File: config.mk
export PLATFORM = sky130hd
export DESIGN_NAME = otter_crypto_unit
export DESIGN_NICKNAME = d
export VERILOG_FILES = /design/src/rtl/otter_crypto_pkg.sv /design/src/rtl/otter_crypto_round.sv /design/src/rtl/otter_crypto_unit.sv
export SDC_FILE = /design/constraint.sdc
export NUM_CORES = 1
export LEC_CHECK = 0
export ABC_CLOCK_PERIOD_IN_PS = 9300
export CAP_MARGIN = 20
export CORE_MARGIN = 2
export CORE_UTILIZATION = 55
export DETAILED_ROUTE_END_ITERATION = 10
export PLACE_DENSITY = 0.81
export RECOVER_POWER = 100
export SETUP_SLACK_MARGIN = 0.15
export SKIP_CTS_REPAIR_TIMING = 1
export SLEW_MARGIN = 20
export SYNTH_ARGS = -nofsm -noshare
export SYNTH_HDL_FRONTEND = slang
export SYNTH_HIERARCHICAL = 1
export SYNTH_SLANG_ARGS = --single-unit
File: constraint.sdc
create_clock -name CLK -period 9.3 [get_ports CLK]
set_clock_uncertainty 0.05 [all_clocks]
set_input_delay 1.86 -clock CLK [delete_from_list [all_inputs] [get_ports CLK]]
set_output_delay 1.86 -clock CLK [all_outputs]
set_load 0.05 [all_outputs]
File: src/rtl/otter_crypto_pkg.sv
// rtl/otter_crypto_pkg.sv - shared types, constants and Feistel helpers for the ENCRY unit
package otter_crypto_pkg;

  typedef enum logic [1:0] {
    IDLE   = 2'd0,
    RUN    = 2'd1,
    FINISH = 2'd2
  } crypto_state_t;

  localparam logic       CRYPTO_ENC       = 1'b0;
  localparam logic       CRYPTO_DEC       = 1'b1;
  localparam logic [6:0] ENCRY_OPCODE     = 7'b1011011;
  localparam logic [2:0] RF_WR_SEL_CRYPTO = 3'd4;

  // ((x rotl 3) + k) ^ (x >> 5), all modulo 2^16
  function automatic logic [15:0] feistel_f(input logic [15:0] x, input logic [15:0] k);
    logic [15:0] rot;
    rot = {x[12:0], x[15:13]};
    return (rot + k) ^ (x >> 5);
  endfunction

  // even rounds use the low key half, odd rounds the high half; round index folded in
  function automatic logic [15:0] subkey(input logic [31:0] key, input logic [3:0] i);
    return (i[0] ? key[31:16] : key[15:0]) ^ {12'd0, i};
  endfunction

endpackage

File: src/rtl/otter_crypto_round.sv
// rtl/otter_crypto_round.sv - one combinational Feistel round, encrypt or decrypt direction
module otter_crypto_round
  import otter_crypto_pkg::*;
(
  input  logic [15:0] l_in,
  input  logic [15:0] r_in,
  input  logic [15:0] k_in,
  input  logic        sel,
  output logic [15:0] l_out,
  output logic [15:0] r_out
);

  always_comb begin
    l_out = l_in;
    r_out = r_in;
    if (sel == CRYPTO_ENC) begin
      l_out = r_in;
      r_out = l_in ^ feistel_f(r_in, k_in);
    end else begin
      r_out = l_in;
      l_out = r_in ^ feistel_f(l_in, k_in);
    end
  end

endmodule

File: src/rtl/otter_crypto_unit.sv
// rtl/otter_crypto_unit.sv - multicycle 32-bit Feistel engine for the ENCRY instruction
module otter_crypto_unit
  import otter_crypto_pkg::*;
#(
  parameter int ROUNDS = 8
) (
  input  logic        CLK,
  input  logic        RST,
  input  logic        CRYPTO_START,
  input  logic        CRYPTO_SEL,
  input  logic [31:0] CRYPTO_DATA,
  input  logic [31:0] CRYPTO_KEY,
  output logic [31:0] CRYPTO_RESULT,
  output logic        CRYPTO_BUSY,
  output logic        CRYPTO_DONE
);

  localparam logic [3:0] LAST_IDX = 4'(ROUNDS - 1);

  crypto_state_t state_q, state_d;
  logic [3:0]    cnt_q, cnt_d;
  logic [15:0]   l_q, l_d, r_q, r_d;
  logic [31:0]   key_q, key_d;
  logic          sel_q, sel_d;
  logic [31:0]   result_q, result_d;
  logic [15:0]   l_nx, r_nx;
  logic          last_round;

  otter_crypto_round u_round (
    .l_in  (l_q),
    .r_in  (r_q),
    .k_in  (subkey(key_q, cnt_q)),
    .sel   (sel_q),
    .l_out (l_nx),
    .r_out (r_nx)
  );

  // decrypt counts down and finishes at 0, so the counter never underflows
  assign last_round = (sel_q == CRYPTO_DEC) ? (cnt_q == 4'd0) : (cnt_q == LAST_IDX);

  always_comb begin
    state_d  = state_q;
    cnt_d    = cnt_q;
    l_d      = l_q;
    r_d      = r_q;
    key_d    = key_q;
    sel_d    = sel_q;
    result_d = result_q;
    unique case (state_q)
      IDLE: begin
        if (CRYPTO_START) begin
          l_d     = CRYPTO_DATA[31:16];
          r_d     = CRYPTO_DATA[15:0];
          key_d   = CRYPTO_KEY;
          sel_d   = CRYPTO_SEL;
          cnt_d   = (CRYPTO_SEL == CRYPTO_DEC) ? LAST_IDX : 4'd0;
          state_d = RUN;
        end
      end
      RUN: begin
        l_d = l_nx;
        r_d = r_nx;
        if (last_round) begin
          result_d = {l_nx, r_nx};
          state_d  = FINISH;
        end else begin
          cnt_d = (sel_q == CRYPTO_DEC) ? cnt_q - 4'd1 : cnt_q + 4'd1;
        end
      end
      FINISH: state_d = IDLE;
      default: state_d = IDLE;
    endcase
  end

  always_ff @(posedge CLK) begin
    if (RST) begin
      state_q  <= IDLE;
      cnt_q    <= 4'd0;
      l_q      <= 16'd0;
      r_q      <= 16'd0;
      key_q    <= 32'd0;
      sel_q    <= 1'b0;
      result_q <= 32'd0;
    end else begin
      state_q  <= state_d;
      cnt_q    <= cnt_d;
      l_q      <= l_d;
      r_q      <= r_d;
      key_q    <= key_d;
      sel_q    <= sel_d;
      result_q <= result_d;
    end
  end

  assign CRYPTO_RESULT = result_q;
  assign CRYPTO_BUSY   = (state_q != IDLE);
  assign CRYPTO_DONE   = (state_q == FINISH);

endmodule

==> impl_metrics.xml, run 1 <==
<?xml version="1.0" encoding="UTF-8"?>
<metrics>
  <group name="worst_setup_path">
    <metric name="worst_setup_path_end_kind" unit="">flop</metric>
    <metric name="critPathRequiredTime" unit="ns">9.38</metric>
    <metric name="crit_arrival" unit="ns">6.02</metric>
    <metric name="startpoint_class" unit="">input pin</metric>
    <metric name="crit_type" unit="">in2reg</metric>
    <metric name="r2r_setup_slack" unit="ns">5.01</metric>
    <metric name="largest_driver_fanout_on_the_critical_path" unit="">73</metric>
  </group>
  <group name="pwr">
    <metric name="intPower" unit="uW">967</metric>
    <metric name="swShare" unit="%">35.7</metric>
    <metric name="power.net_switching" unit="uW">537</metric>
    <metric name="power_total" unit="uW">1500</metric>
    <metric name="clock_power_share" unit="%">27.2</metric>
    <metric name="peak_vdd_ir" unit="mV">0.136</metric>
    <metric name="leakage" unit="uW">0.00324</metric>
    <metric name="power.share.sequential" unit="%">35.9</metric>
    <metric name="pwr_density_cell" unit="nW/um^2">187</metric>
    <metric name="p_comb_share" unit="%">37.0</metric>
  </group>
  <group name="route">
    <metric name="detailedRoute.firstPassIterationCount" unit="">5</metric>
    <metric name="wl_per_cell" unit="um">18.3</metric>
    <metric name="via_per_inst" unit="">6.16</metric>
    <metric name="postRouteAntennaNets" unit="">0</metric>
    <metric name="drt_iter0_drcs" unit="">564</metric>
    <metric name="drt_drc_violations_left" unit="">0</metric>
    <metric name="totalWireLength" unit="um">19200</metric>
    <metric name="routed-via-count" unit="">6493</metric>
  </group>
  <group name="placed_design">
    <metric name="dp_hpwl" unit="um">14100</metric>
    <metric name="weighted_congestion_at_the_end_of_routability_driven_global_placement" unit="">0.968</metric>
    <metric name="detailed_place.area" unit="um^2">7730</metric>
    <metric name="count_of_buffers_inserted_at_the_top_level_ports" unit="">101</metric>
    <metric name="placement.setup.worst_slack" unit="ns">4.62</metric>
  </group>
  <group name="synthesis">
    <metric name="postSynthAreaPerCell" unit="um^2">8.01</metric>
    <metric name="ys.warnings.count" unit="">6</metric>
    <metric name="netlist_top_cells_count" unit="">sky130_fd_sc_hd__nand2_1, sky130_fd_sc_hd__dfxtp_1, sky130_fd_sc_hd__a21oi_1</metric>
    <metric name="synth-edff-count" unit="">0</metric>
    <metric name="post-synth-top-count-cell" unit="">sky130_fd_sc_hd__nand2_1</metric>
    <metric name="yosys_most_used_dff" unit="">sky130_fd_sc_hd__dfxtp_1</metric>
    <metric name="async_set_reset_flop_share_out_of_synthesis" unit="%">0</metric>
    <metric name="synth_sequential_area_ratio" unit="%">30.6</metric>
    <metric name="synthesis.nets" unit="">944</metric>
    <metric name="synth_cells" unit="">841</metric>
    <metric name="synth.top_cell.area_share" unit="%">30.6</metric>
    <metric name="synth_area_leaders" unit="">sky130_fd_sc_hd__dfxtp_1, sky130_fd_sc_hd__nand2_1, sky130_fd_sc_hd__a21oi_1, sky130_fd_sc_hd__ha_1, sky130_fd_sc_hd__xnor2_1</metric>
    <metric name="netlist-cell-type-count" unit="">68</metric>
    <metric name="mappedNetlistArea" unit="um^2">6740</metric>
    <metric name="synth-seq-cells" unit="">103</metric>
    <metric name="synth_top_area_cell" unit="">sky130_fd_sc_hd__dfxtp_1</metric>
  </group>
  <group name="finish">
    <metric name="layout_cells_sized_above_1" unit="%">8.38</metric>
    <metric name="final_nets" unit="">1005</metric>
    <metric name="diodes" unit="">0</metric>
    <metric name="fillers" unit="">1038</metric>
    <metric name="area_growth_syn_to_layout" unit="%">19.3</metric>
    <metric name="finalInstanceArea" unit="um^2">8040</metric>
  </group>
  <group name="floorplanning">
    <metric name="design.die.area" unit="um^2">13100</metric>
    <metric name="floorplan.core_area" unit="um^2">12000</metric>
    <metric name="floorplan.rows" unit="">40</metric>
    <metric name="fp.dieW" unit="um">115</metric>
    <metric name="dieHeight" unit="um">115</metric>
    <metric name="start_util" unit="%">56.3</metric>
    <metric name="number_of_ports_placed_on_the_die_boundary" unit="">102</metric>
  </group>
  <group name="clock_network">
    <metric name="cts_sinks" unit="">103</metric>
    <metric name="clock_buffers_created_by_tritoncts" unit="">9</metric>
    <metric name="clock_tree.htree_level_count" unit="">3</metric>
    <metric name="clk-insertion-delay-late" unit="ns">0.36</metric>
    <metric name="ctsLongestPathBuffers" unit="">2</metric>
    <metric name="clock_tree_from_tritoncts" unit="">built</metric>
    <metric name="cts.reportedPaths.clkPinSlew" unit="ns">0.07</metric>
    <metric name="clk_root_buffer_cell" unit="">sky130_fd_sc_hd__clkbuf_16</metric>
  </group>
  <group name="sta">
    <metric name="final-setup-viol-count" unit="">0</metric>
    <metric name="finalHoldWorstSlack" unit="ns">0.401</metric>
    <metric name="final.setup.tns" unit="ns">0</metric>
    <metric name="rsz0062_at_grt" unit="">no</metric>
    <metric name="final_critical_period" unit="ns">5.95</metric>
    <metric name="final.setup.worst_slack" unit="ns">3.35</metric>
    <metric name="relSlewSlack" unit="%">-110</metric>
    <metric name="max_slew.worst_pin.slew" unit="ns">3.16</metric>
    <metric name="finalHoldViolations" unit="">0</metric>
    <metric name="timing.fmax" unit="MHz">168</metric>
    <metric name="layout_worst_path_cycle_share" unit="%">63.9</metric>
    <metric name="final_max_slew_viol_count" unit="">74</metric>
  </group>
  <group name="status">
    <metric name="violations" unit="">max-capacitance violations, max-slew violations</metric>
    <metric name="outcome" unit="">complete, but fails checks</metric>
  </group>
  <group name="grt">
    <metric name="track_usage" unit="%">29.5</metric>
    <metric name="globalRouteOverflowTotal" unit="">0</metric>
    <metric name="grt_pass1_vias" unit="">6053</metric>
    <metric name="grt_first_pass_wirelength" unit="um">30300</metric>
    <metric name="antenna_found_initial" unit="">0</metric>
    <metric name="largest_net_degree_at_the_start_of_global_routing" unit="">74</metric>
  </group>
  <group name="job">
    <metric name="cap_viol_max_count" unit="">1</metric>
  </group>
  <group name="worst_hold_path">
    <metric name="hold_class" unit="">reg2reg</metric>
  </group>
</metrics>
==> final timing paths <==
kind,cells past startpoint,endpoint,start
worst min register to register,2,CRYPTO_RESULT[2],CRYPTO_RESULT[2]
worst max-delay path,5,cnt_q[1],RST
worst min-delay path,2,CRYPTO_RESULT[2],CRYPTO_RESULT[2]
worst max register to register,12,r_q[14],cnt_q[0]
==> stage by stage <==
stage / util [%] / instances
floorplan: - / 841
global placement: 64.6 / 1038
detailed placement: 64.6 / 1038
CTS: 67.3 / 1054
global route: 67.2 / 1054
finish: 67.2 / 1054
==> state kept, by name, summed over array words and instances, names as in the netlist <==
signal and cells:
sel_q 1, cnt_q 4, r_q 16, l_q 16
CRYPTO_RESULT 32, state_q 2, key_q 32
==> cells by family after synthesis <==
kind of cell	share of synthesized area [%]
AOI/OAI and AO/OA	25.6
buffers and inverters	4.98
DFF	30.6
adders and majority gates	6.84
and+or+nand+nor	20.2
xor gates and xnor gates	8.58
muxes	3.20
==> critical path, cell delays in order <==
cell and delay, ns:
sky130_fd_sc_hd__buf_2 0.07, sky130_fd_sc_hd__clkbuf_1 2.22, sky130_fd_sc_hd__inv_1 1.46, sky130_fd_sc_hd__nand4_1 0.30, sky130_fd_sc_hd__o31ai_1 0.10
==> metal layers <==
layer / global-route usage, % / vias up / wire (um)
met3: 6.88 / 47 / 1300
met2: 48.6 / 257 / 9010
li1: - / 3144 / -
met4: 10.1 / 0 / 596
met5: 0 / - / 0
met1: 37.9 / 3045 / 8340
==> placed cells by master, fill, tap and decap left out, types with 5 or more instances in the layout <==
cell | netlist | routed
sky130_fd_sc_hd__a211oi_1 | 5 | 5
sky130_fd_sc_hd__clkdlybuf4s50_1 | 0 | 65
sky130_fd_sc_hd__inv_1 | 18 | 18
sky130_fd_sc_hd__xnor2_1 | 41 | 41
sky130_fd_sc_hd__clkbuf_16 | 0 | 9
sky130_fd_sc_hd__nor3_1 | 10 | 10
sky130_fd_sc_hd__a31oi_1 | 6 | 6
sky130_fd_sc_hd__ha_1 | 32 | 32
sky130_fd_sc_hd__and2_1 | 5 | 5
sky130_fd_sc_hd__mux2i_1 | 8 | 8
sky130_fd_sc_hd__nor2_1 | 60 | 60
sky130_fd_sc_hd__nand2_1 | 152 | 153
sky130_fd_sc_hd__dlygate4sd3_1 | 0 | 35
sky130_fd_sc_hd__o211ai_1 | 7 | 7
sky130_fd_sc_hd__and3_1 | 13 | 13
sky130_fd_sc_hd__dfxtp_1 | 103 | 103
sky130_fd_sc_hd__o21ai_0 | 15 | 15
sky130_fd_sc_hd__buf_4 | 1 | 5
sky130_fd_sc_hd__nand3_1 | 14 | 14
sky130_fd_sc_hd__nor2b_1 | 5 | 5
sky130_fd_sc_hd__a21oi_1 | 98 | 98
sky130_fd_sc_hd__o221a_2 | 30 | 30
sky130_fd_sc_hd__a2bb2oi_1 | 29 | 29
sky130_fd_sc_hd__a21o_1 | 6 | 6
sky130_fd_sc_hd__mux2_2 | 12 | 12
sky130_fd_sc_hd__xor2_1 | 25 | 25
sky130_fd_sc_hd__o21a_1 | 7 | 7
==> power groups by stage <==
stage               Clock, uW  Sequential, uW  Combinational, uW
global placement            0             546                537
CTS                       411             538                546
finish                    409             540                556
floorplan                   0             526                412
global route              427             542                601
detailed placement          0             547                544
==> cell type report <==
| cell class | instances | area, um^2 | area share, % |
|---|---|---|---|
| flip-flops and latches | 103 | 2060 | 25.7 |
| inverters | 20 | 75.1 | 0.934 |
| multi-input cells | 660 | 4350 | 54.1 |
| well taps | 147 | 184 | 2.29 |
| clock inverters | 7 | 95.1 | 1.18 |
| repair buffers | 108 | 1050 | 13.1 |
| clock buffers | 9 | 225 | 2.80 |
(Power assumes the default switching activity.)
==> run 2: changes to the inputs <==
--- a/config.mk
+++ b/config.mk
@@ -5,7 +5,7 @@
 export SDC_FILE = /design/constraint.sdc
 export NUM_CORES = 1
 export LEC_CHECK = 0
-export ABC_CLOCK_PERIOD_IN_PS = 9300
+export ABC_CLOCK_PERIOD_IN_PS = 6100
 export CAP_MARGIN = 20
 export CORE_MARGIN = 2
 export CORE_UTILIZATION = 55
==> constraint.sdc (replaced) <==
create_clock -name CLK -period 6.1 [get_ports CLK]
set_clock_uncertainty 0.05 [all_clocks]
set_input_delay 1.22 -clock CLK [delete_from_list [all_inputs] [get_ports CLK]]
set_output_delay 1.22 -clock CLK [all_outputs]
set_load 0.05 [all_outputs]
==> run 2 against run 1 <==
  * The run still ends with max-capacitance violations, max-slew violations left
  * Sequential share of layout area up 0.060 points
  * Sequential power up 51%
  * Worst hold slack worse by 0.00085 ns
  * Routed wire length is 9.2% higher
  * Final area decreased by 0.23%
  * Highest routed layer unchanged
==> impl_metrics.xml, run 2 (synthesis results as in run 1) <==
<?xml version="1.0" encoding="UTF-8"?>
<metrics>
  <group name="clock_network">
    <metric name="ctsLongestPathBuffers" unit="">2</metric>
    <metric name="cts.reportedPaths.clkPinSlew" unit="ns">0.08</metric>
    <metric name="clock_buffers_created_by_tritoncts" unit="">9</metric>
    <metric name="clk_root_buffer_cell" unit="">sky130_fd_sc_hd__clkbuf_16</metric>
    <metric name="clock_tree.htree_level_count" unit="">3</metric>
    <metric name="clock_tree_from_tritoncts" unit="">built</metric>
    <metric name="cts_sinks" unit="">103</metric>
    <metric name="clk-insertion-delay-late" unit="ns">0.36</metric>
  </group>
  <group name="sta">
    <metric name="final-setup-viol-count" unit="">0</metric>
    <metric name="relSlewSlack" unit="%">-20.4</metric>
    <metric name="final.setup.worst_slack" unit="ns">1.38</metric>
    <metric name="rsz0062_at_grt" unit="">no</metric>
    <metric name="timing.fmax" unit="MHz">212</metric>
    <metric name="final_critical_period" unit="ns">4.72</metric>
    <metric name="finalHoldViolations" unit="">0</metric>
    <metric name="final.setup.tns" unit="ns">0</metric>
    <metric name="final_max_slew_viol_count" unit="">41</metric>
    <metric name="layout_worst_path_cycle_share" unit="%">77.4</metric>
    <metric name="max_slew.worst_pin.slew" unit="ns">1.81</metric>
  </group>
  <group name="route">
    <metric name="wl_per_cell" unit="um">19.9</metric>
    <metric name="postRouteAntennaNets" unit="">0</metric>
    <metric name="routed-via-count" unit="">6568</metric>
    <metric name="drt_drc_violations_left" unit="">0</metric>
    <metric name="totalWireLength" unit="um">21000</metric>
    <metric name="via_per_inst" unit="">6.22</metric>
    <metric name="drt_iter0_drcs" unit="">580</metric>
    <metric name="detailedRoute.firstPassIterationCount" unit="">6</metric>
  </group>
  <group name="finish">
    <metric name="final_nets" unit="">1007</metric>
    <metric name="final_common_cell" unit="">sky130_fd_sc_hd__nand2_1</metric>
    <metric name="finalCoreUtilization" unit="%">67.0</metric>
    <metric name="layout_cells_sized_above_1" unit="%">8.03</metric>
    <metric name="final_cell_mix" unit="">sky130_fd_sc_hd__nand2_1, sky130_fd_sc_hd__dfxtp_1, sky130_fd_sc_hd__a21oi_1</metric>
    <metric name="diodes" unit="">0</metric>
    <metric name="fillers" unit="">1041</metric>
    <metric name="area_growth_syn_to_layout" unit="%">19.1</metric>
  </group>
  <group name="pwr">
    <metric name="peak_vdd_ir" unit="mV">0.203</metric>
    <metric name="leakage" unit="uW">0.00323</metric>
    <metric name="pwr_density_cell" unit="nW/um^2">283</metric>
  </group>
  <group name="worst_setup_path">
    <metric name="largest_driver_fanout_on_the_critical_path" unit="">38</metric>
    <metric name="worst_setup_path_end_kind" unit="">flop</metric>
    <metric name="startpoint_class" unit="">input pin</metric>
    <metric name="crit_type" unit="">in2reg</metric>
    <metric name="crit_arrival" unit="ns">4.93</metric>
    <metric name="critPathRequiredTime" unit="ns">6.31</metric>
  </group>
  <group name="worst_hold_path">
    <metric name="hold_class" unit="">reg2reg</metric>
  </group>
  <group name="floorplanning">
    <metric name="fp.dieW" unit="um">115</metric>
    <metric name="floorplan.rows" unit="">40</metric>
    <metric name="floorplan.core_area" unit="um^2">12000</metric>
    <metric name="dieHeight" unit="um">115</metric>
    <metric name="start_util" unit="%">56.3</metric>
    <metric name="design.die.area" unit="um^2">13100</metric>
    <metric name="number_of_ports_placed_on_the_die_boundary" unit="">102</metric>
  </group>
  <group name="grt">
    <metric name="antenna_found_initial" unit="">0</metric>
    <metric name="grt_pass1_vias" unit="">6169</metric>
    <metric name="globalRouteOverflowTotal" unit="">0</metric>
    <metric name="grt_first_pass_wirelength" unit="um">32500</metric>
    <metric name="largest_net_degree_at_the_start_of_global_routing" unit="">74</metric>
    <metric name="track_usage" unit="%">32.4</metric>
  </group>
  <group name="placed_design">
    <metric name="count_of_buffers_inserted_at_the_top_level_ports" unit="">101</metric>
    <metric name="dp_hpwl" unit="um">15500</metric>
    <metric name="weighted_congestion_at_the_end_of_routability_driven_global_placement" unit="">0.981</metric>
    <metric name="placement.setup.worst_slack" unit="ns">2.04</metric>
  </group>
  <group name="status">
    <metric name="outcome" unit="">complete, but fails checks</metric>
    <metric name="violations" unit="">max-capacitance violations, max-slew violations</metric>
  </group>
  <group name="job">
    <metric name="cap_viol_max_count" unit="">1</metric>
  </group>
</metrics>
run 2: cell count changes in the layout (fill, tap and decap cells not counted), sizes merged:
cell	change
inv	+1
bufinv	-2
clkbuf	+4
buf	+1
clkinv	-2
run 2: per-layer routing:
layer  up-vias  track usage, %  part of all wire [%]
met5         -               0                     0
met4         0            17.0                   4.4
met3        52            5.72                   7.7
met2       288            53.2                    46
met1      3080            40.6                    41
li1       3148               -                     -
run 2: per-stage QoR:
step                power (uW)  std cells  hold slack, ns  instance area (um^2)
floorplan                 1430        841           0.383                  6740
detailed placement        1670       1039           0.396                  7730
finish                    2270       1056           0.400                  8020
global route              2360       1056           0.422                  8020
CTS                       2260       1055           0.405                  8040
global placement          1660       1039           0.389                  7730
run 2: area by class of cell:
class / count / area (um^2) / area share [%]
inverter: 20 / 75.1 / 0.936
sequential: 103 / 2060 / 25.7
clock buffer: 12 / 267 / 3.32
multi-input combinational: 660 / 4330 / 54.0
timing repair buffer: 110 / 1070 / 13.3
tap: 147 / 184 / 2.29
clock inverter: 4 / 36.3 / 0.452
run 2: final timing paths:
path         slack (ns)              start                 to  cells after the start
min reg2reg        0.40  CRYPTO_RESULT[23]  CRYPTO_RESULT[23]                      2
max reg2reg        1.41           cnt_q[0]            r_q[14]                     13
min                0.40  CRYPTO_RESULT[23]  CRYPTO_RESULT[23]                      2
max                1.38       CRYPTO_START           cnt_q[3]                      6
run 2: power breakdown:
| group | total, uW | leakage [uW] | switching [uW] | internal [uW] |
|---|---|---|---|---|
| Sequential | 818 | 0.000844 | 90.7 | 727 |
| Combinational | 858 | 0.00224 | 471 | 386 |
| Clock | 591 | 0.000147 | 275 | 316 |
run 2: critical path: stages:
cell and delay, ns:
sky130_fd_sc_hd__dlygate4sd3_1 0.52, sky130_fd_sc_hd__clkbuf_1 1.05, sky130_fd_sc_hd__or3b_1 0.93, sky130_fd_sc_hd__nand2_2 0.82, sky130_fd_sc_hd__nor2_1 0.08, sky130_fd_sc_hd__o31a_1 0.31
==> edit 1 (config.mk and constraints of run 1) <==
Set the parameter `ROUNDS` to 6 (it was 8).
--- a/src/rtl/otter_crypto_unit.sv
+++ b/src/rtl/otter_crypto_unit.sv
@@ -2,7 +2,7 @@
 module otter_crypto_unit
   import otter_crypto_pkg::*;
 #(
-  parameter int ROUNDS = 8
+  parameter int ROUNDS = 6
 ) (
   input  logic        CLK,
   input  logic        RST,
Check against the original RTL: not equivalent (a bounded check fails within 10 cycles, from zero or initial values and one cycle with RST high).
==> edit 1 against run 1 <==
The flow still finishes with violations (max-capacitance violations, max-slew violations); global-route usage grew 2.1 points; power shrank 0.54%; final area down 0.40%; area after synthesis decreased by 0.76%; worst setup slack got worse by 0.41 ns; via count is 1.9% higher; sequential cell count unchanged; count of clock-buffer cells in the layout up 3; synthesized cell count shrank 0.71%; wire length increased by 5.9%; critical path type unchanged; critical endpoint is now cnt_q[2].
==> edit 1: results (changes against run 1) <==
{| class="wikitable"
! Metric !! Value
|-
| Hold WS || 0.4008 ns (+0.00004100 ns)
|-
| Final worst-path cycle share || 0.6831 (+0.04383)
|-
| Top cells by area in the synthesized netlist || dfxtp_1 31%, nand2_1 8.6%, a21oi_1 7.3%, ha_1 6.0%, xnor2_1 5.4%
|-
| Instance count after placement with tap cells included || 1033 (-0.48%)
|-
| Sw power || 527.3 uW (-1.8%)
|-
| Vias in the first global route || 6016 (-0.61%)
|-
| Sum of net half-perimeters after detailed placement || 14500 microns (+2.6%)
|-
| Run status || complete, but fails checks
|-
| Highest fanout seen on the critical path || 75 (+2.7%)
|-
| Vias after detailed routing || 6615 (+1.9%)
|-
| Setup slack at placement || 4.914 ns (+0.2992 ns)
|-
| Number of cells on the worst hold path || 2 (unchanged)
|-
| Cell chosen for the clock root || clkbuf_16
|-
| Number of port buffers || 101 (unchanged)
|-
| Worst relative slew slack || -1.198 (-0.09416)
|-
| Most frequently used flop master after synthesis || dfxtp_1
|-
| Leakage || 0.003220 uW (-0.50%)
|-
| Yosys warnings || 6 (unchanged)
|-
| Leading post-synthesis cells by instance count || 154 x nand2_1, 103 x dfxtp_1, 97 x a21oi_1
|-
| Worst Reg2Reg Path Length in Cells || 11 (-1)
|-
| Number of pins with negative max-slew slack in the final report || 76 (+2.7%)
|-
| Violations in the final reports || max-capacitance violations, max-slew violations
|-
| Worst-skew pair later-pin latency || ~0.35 ns
|-
| Synthesized area per cell || 8.005 sq um (about the same)
|-
| Maximum number of pins on one net before global-route repair || 76 (+2.7%)
|-
| Antenna diode count || 0 (unchanged)
|-
| Path class of the lowest-slack min-delay path || register to register
|-
| Global-route wire length before repair || 32000 microns (+5.7%)
|-
| Highest-delay cell along the critical path || clkbuf_1
|-
| Number of antenna violations at the first check in global routing || 0 (unchanged)
|-
| Filler Cell Count || 1022 (-1.5%)
|-
| Share of the yosys chip area belonging to registers || 0.3085 (+0.002350)
|-
| Number of CTS-inserted buffers || 9 (unchanged)
|-
| First-iteration detailed-routing DRC count || 795 (+41%)
|-
| Layout Nets || 1000 (-0.50%)
|-
| Global placer's final weighted congestion || 1.009 (+4.2%)
|-
| Family of cells with the greatest summed delay on the critical path || buffers and inverters
|-
| Total routing usage reported by global routing || 0.3158 (+0.02086)
|-
| Placed inst area || 0.007684 sq mm (-0.57%)
|-
| Post-Syn Nets || 938 (-0.64%)
|-
| Max_cap viols || 1 (unchanged)
|-
| Minimum setup slack among reg-to-reg paths || 5.53 ns (+0.52 ns)
|-
| Count of distinct cell types in the synthesized netlist || 71 (+4.4%)
|-
| Critical Path Max Stage Delay || 2.32 ns (+0.10 ns)
|-
| Arr. time, crit path || 6.41 ns (+0.39 ns)
|-
| Share of synthesized registers carrying an async set or reset || 0 (unchanged)
|-
| Clock slew seen by the registers of the worst setup and hold paths || 0.07 ns (about the same)
|-
| Post-DR wirelength/cell || 19.42 microns (+6.4%)
|-
| Max IR drop VDD || 0.1431 mV (+5.5%)
|-
| Aggregate routed wire length || 20370 microns (+5.9%)
|-
| Fraction of final layout cells sized beyond drive strength 1 || 0.08537 (+0.001573)
|}
## edit 1: changes by cell type after synthesis, moves of 2 or more
cell | run 1 | this run
clkbuf_1 | 43 | 38
nor2_1 | 60 | 62
mux2i_1 | 8 | 6
buf_2 | 7 | 14
inv_1 | 18 | 13
buf_6 | 4 | 0
buf_4 | 1 | 3
nand2_1 | 152 | 154
## edit 1: cell families after synthesis
group / Yosys count / share of synthesized area
AOI/OAI and AO/OA: 243 / 0.2598
xor gates and xnor gates: 67 / 0.08779
adders and majority gates: 35 / 0.06889
buffers and inverters: 72 / 0.04474
DFF: 103 / 0.3085
muxes: 18 / 0.02920
and+or+nand+nor: 297 / 0.2010
## edit 1: worst min-delay path: stages, from the launching register on
cell     delay, ns
dfxtp_1       0.31
nand2_1       0.05
a21oi_1       0.05
## edit 1: cell type report
class,count,area [sq um],share of cell area
multi-input cells,660,4324,0.5402
flip-flops and latches,103,2063,0.2577
repair buffers,108,1055,0.1318
clock buffers,12,246.5,0.03079
well taps,147,183.9,0.02298
clock inverters,4,76.32,0.009534
inverters,15,56.30,0.007033
## edit 1: path summary, 6_finish.rpt
kind / start / to
min: CRYPTO_RESULT[19] / CRYPTO_RESULT[19]
max reg2reg: cnt_q[0] / r_q[15]
min reg2reg: CRYPTO_RESULT[19] / CRYPTO_RESULT[19]
max: RST / cnt_q[2]
## edit 1: power by group through the flow
stage | logic, uW | clock network, uW | registers (uW)
after CTS | 534 | 418 | 535
after global placement | 525 | 0 | 543
after floorplan | 396 | 0 | 529
final | 546 | 414 | 536
after detailed placement | 531 | 0 | 544
after global routing | 591 | 435 | 540
## edit 1: metal layers
metal  track usage  up-vias  part of all wire
met2        0.4698      339              0.45
met4        0.1398        0             0.034
met3       0.07570       48             0.089
met5             0        -                 0
met1        0.4353     3102              0.43
li1              -     3126                 -
==> edit 2 (settings of run 1) <==
Without the edit above. Put a register stage on the outputs `CRYPTO_BUSY` and `CRYPTO_DONE`. The values now appear one clock later. The other outputs are not delayed to match.
--- a/src/rtl/otter_crypto_unit.sv
+++ b/src/rtl/otter_crypto_unit.sv
@@ -93,8 +93,10 @@
   end
 
   assign CRYPTO_RESULT = result_q;
-  assign CRYPTO_BUSY   = (state_q != IDLE);
-  assign CRYPTO_DONE   = (state_q == FINISH);
+  always_ff @(posedge CLK) begin
+    CRYPTO_BUSY <= (state_q != IDLE);
+    CRYPTO_DONE <= (state_q == FINISH);
+  end
 
 endmodule
 
Function: changed (a bounded check fails within 4 cycles, from zero or initial values and one cycle with RST high).
==> edit 2 against run 1 <==
The flow still finishes with violations (max-capacitance violations, max-slew violations); final area decreased by 0.17%; global-route usage decreased by 0.59 points; power decreased by 2.4%; wire length decreased by 0.94%; worst setup slack improved by 0.24 ns; sequential power increased by 1%; area after synthesis increased by 0.59%; sequential cell count increased by 2.
==> edit 2: results (changes against run 1) <==
{| class="wikitable"
! Metric !! Value
|-
| Number of iterations in the first detailed-routing pass || 5 (unchanged)
|-
| Family of cells with the greatest summed delay on the critical path || simple AND/OR/NAND/NOR gates
|-
| Layout Nets || 1007 (+0.20%)
|-
| Violations in the final reports || max-capacitance violations, max-slew violations
|-
| Destination of the worst register-to-register timing path || CRYPTO_RESULT[30]
|-
| Total routing usage reported by global routing || 0.2891 (-0.005891)
|-
| Run status || complete, but fails checks
|-
| Switching portion of total power || 0.3656 (+0.008622)
|-
| Share of the yosys chip area belonging to registers || 0.3102 (+0.004100)
|-
| Aggregate routed wire length || 19060 microns (-0.94%)
|-
| Max_cap viols || 2 (+1)
|-
| Startpoint of the worst hold path || CRYPTO_RESULT[20]
|-
| Post-Syn Nets || 946 (+0.21%)
|-
| Pin slew with the least headroom to its limit || 3.227 ns (+0.07207 ns)
|-
| Global placer's final weighted congestion || 0.9720 (+0.42%)
|-
| First-iteration detailed-routing DRC count || 518 (-8.2%)
|-
| Minimum setup slack among reg-to-reg paths || 4.71 ns (-0.30 ns)
|-
| Beginning of the worst register-to-register path || state_q[0]
|-
| Vias in the first global route || 5952 (-1.7%)
|-
| Sum of net half-perimeters after detailed placement || 14200 microns (+0.49%)
|-
| Highest fanout seen on the critical path || 38 (-48%)
|-
| Capture endpoint of the worst hold path || CRYPTO_RESULT[20]
|-
| Number of pins with negative max-slew slack in the final report || 68 (-8.1%)
|-
| Worst Reg2Reg Path Length in Cells || 4 (-8)
|-
| Leading post-synthesis cells by instance count || 152 x nand2_1, 105 x dfxtp_1, 98 x a21oi_1
|-
| Top cells by area in the synthesized netlist || dfxtp_1 31%, nand2_1 8.4%, a21oi_1 7.2%, ha_1 5.9%, xnor2_1 5.3%
|-
| Global-route wire length before repair || 29880 microns (-1.3%)
|-
| Arr. time, crit path || 5.90 ns (-0.12 ns)
|-
| Count of distinct cell types in the synthesized netlist || 68 (unchanged)
|-
| Via-to-Cell Ratio || 6.154 (about the same)
|-
| Fraction of final layout cells sized beyond drive strength 1 || 0.07921 (-0.004585)
|-
| Max IR drop VDD || 0.1209 mV (-11%)
|-
| Leakage || 0.003222 uW (-0.44%)
|-
| Highest-delay cell along the critical path || nand2_1
|}
[edit 2: cell types whose count changed in the layout (fill, tap and decap cells not counted)]
cell / before / now
clkbuf_8: 0 / 1
clkinvlp_4: 1 / 2
clkinv_4: 1 / 0
dfxtp_1: 103 / 105
bufinv_16: 2 / 0
a21boi_4: 1 / 0
buf_4: 5 / 4
clkinv_2: 2 / 0
clkbuf_1: 2 / 5
a21boi_0: 2 / 3
inv_8: 0 / 1
[edit 2: how the worst max path moves through the flow]
stage / end / start
final: cnt_q[3] / CRYPTO_START
after global placement: cnt_q[3] / CRYPTO_START
after global routing: cnt_q[3] / CRYPTO_START
after CTS: cnt_q[3] / CRYPTO_START
after detailed placement: cnt_q[3] / CRYPTO_START
after floorplan: r_q[8] / cnt_q[0]
[edit 2: power by group through the flow]
| stage | Clock [uW] | Sequential, uW | Combinational, uW |
|---|---|---|---|
| after global routing | 385 | 550 | 604 |
| after detailed placement | 0 | 555 | 551 |
| after CTS | 367 | 545 | 554 |
| after floorplan | 0 | 537 | 410 |
| final | 362 | 546 | 560 |
| after global placement | 0 | 554 | 544 |
[edit 2: layout make-up]
class / count / area, sq um
multi-input cells: 660 / 4334
fillers: 1041 / 3988
flip-flops and latches: 105 / 2102
repair buffers: 108 / 1047
clock buffers: 12 / 246.5
well taps: 147 / 183.9
inverters: 20 / 75.07
clock inverters: 4 / 35.03
[edit 2: cells by family after synthesis]
family,count (synthesis),synth area share
AOI/OAI and AO/OA,242,0.2548
DFF,105,0.3102
adders and majority gates,35,0.06796
muxes,20,0.03176
xor gates and xnor gates,66,0.08532
and+or+nand+nor,297,0.2004
buffers and inverters,78,0.04949
[edit 2: worst min-delay path: stages (launching register included)]
cell and delay, ns:
dfxtp_1 0.31, nand2_1 0.05, a21oi_1 0.05
[edit 2: per-layer routing]
layer  vias to the layer above  track usage  wire (microns)
met5                         -            0               0
met3                        51      0.04692            1342
li1                       3142            -               -
met4                         0       0.1478             818
met1                      3037       0.3698            8173
met2                       269       0.4722            8729
[edit 2: stage by stage]
stage	total power, uW	instances	hold WS [ns]	worst slack (ns)	cell area (sq um)
floorplan	947.2	843	0.3829	5.836	6775
global placement	1098	1040	0.3900	4.653	7767
detailed placement	1106	1040	0.3949	4.592	7767
CTS	1466	1056	0.4054	4.962	8049
global route	1539	1056	0.4182	3.307	8024
finish	1468	1056	0.4020	3.591	8024
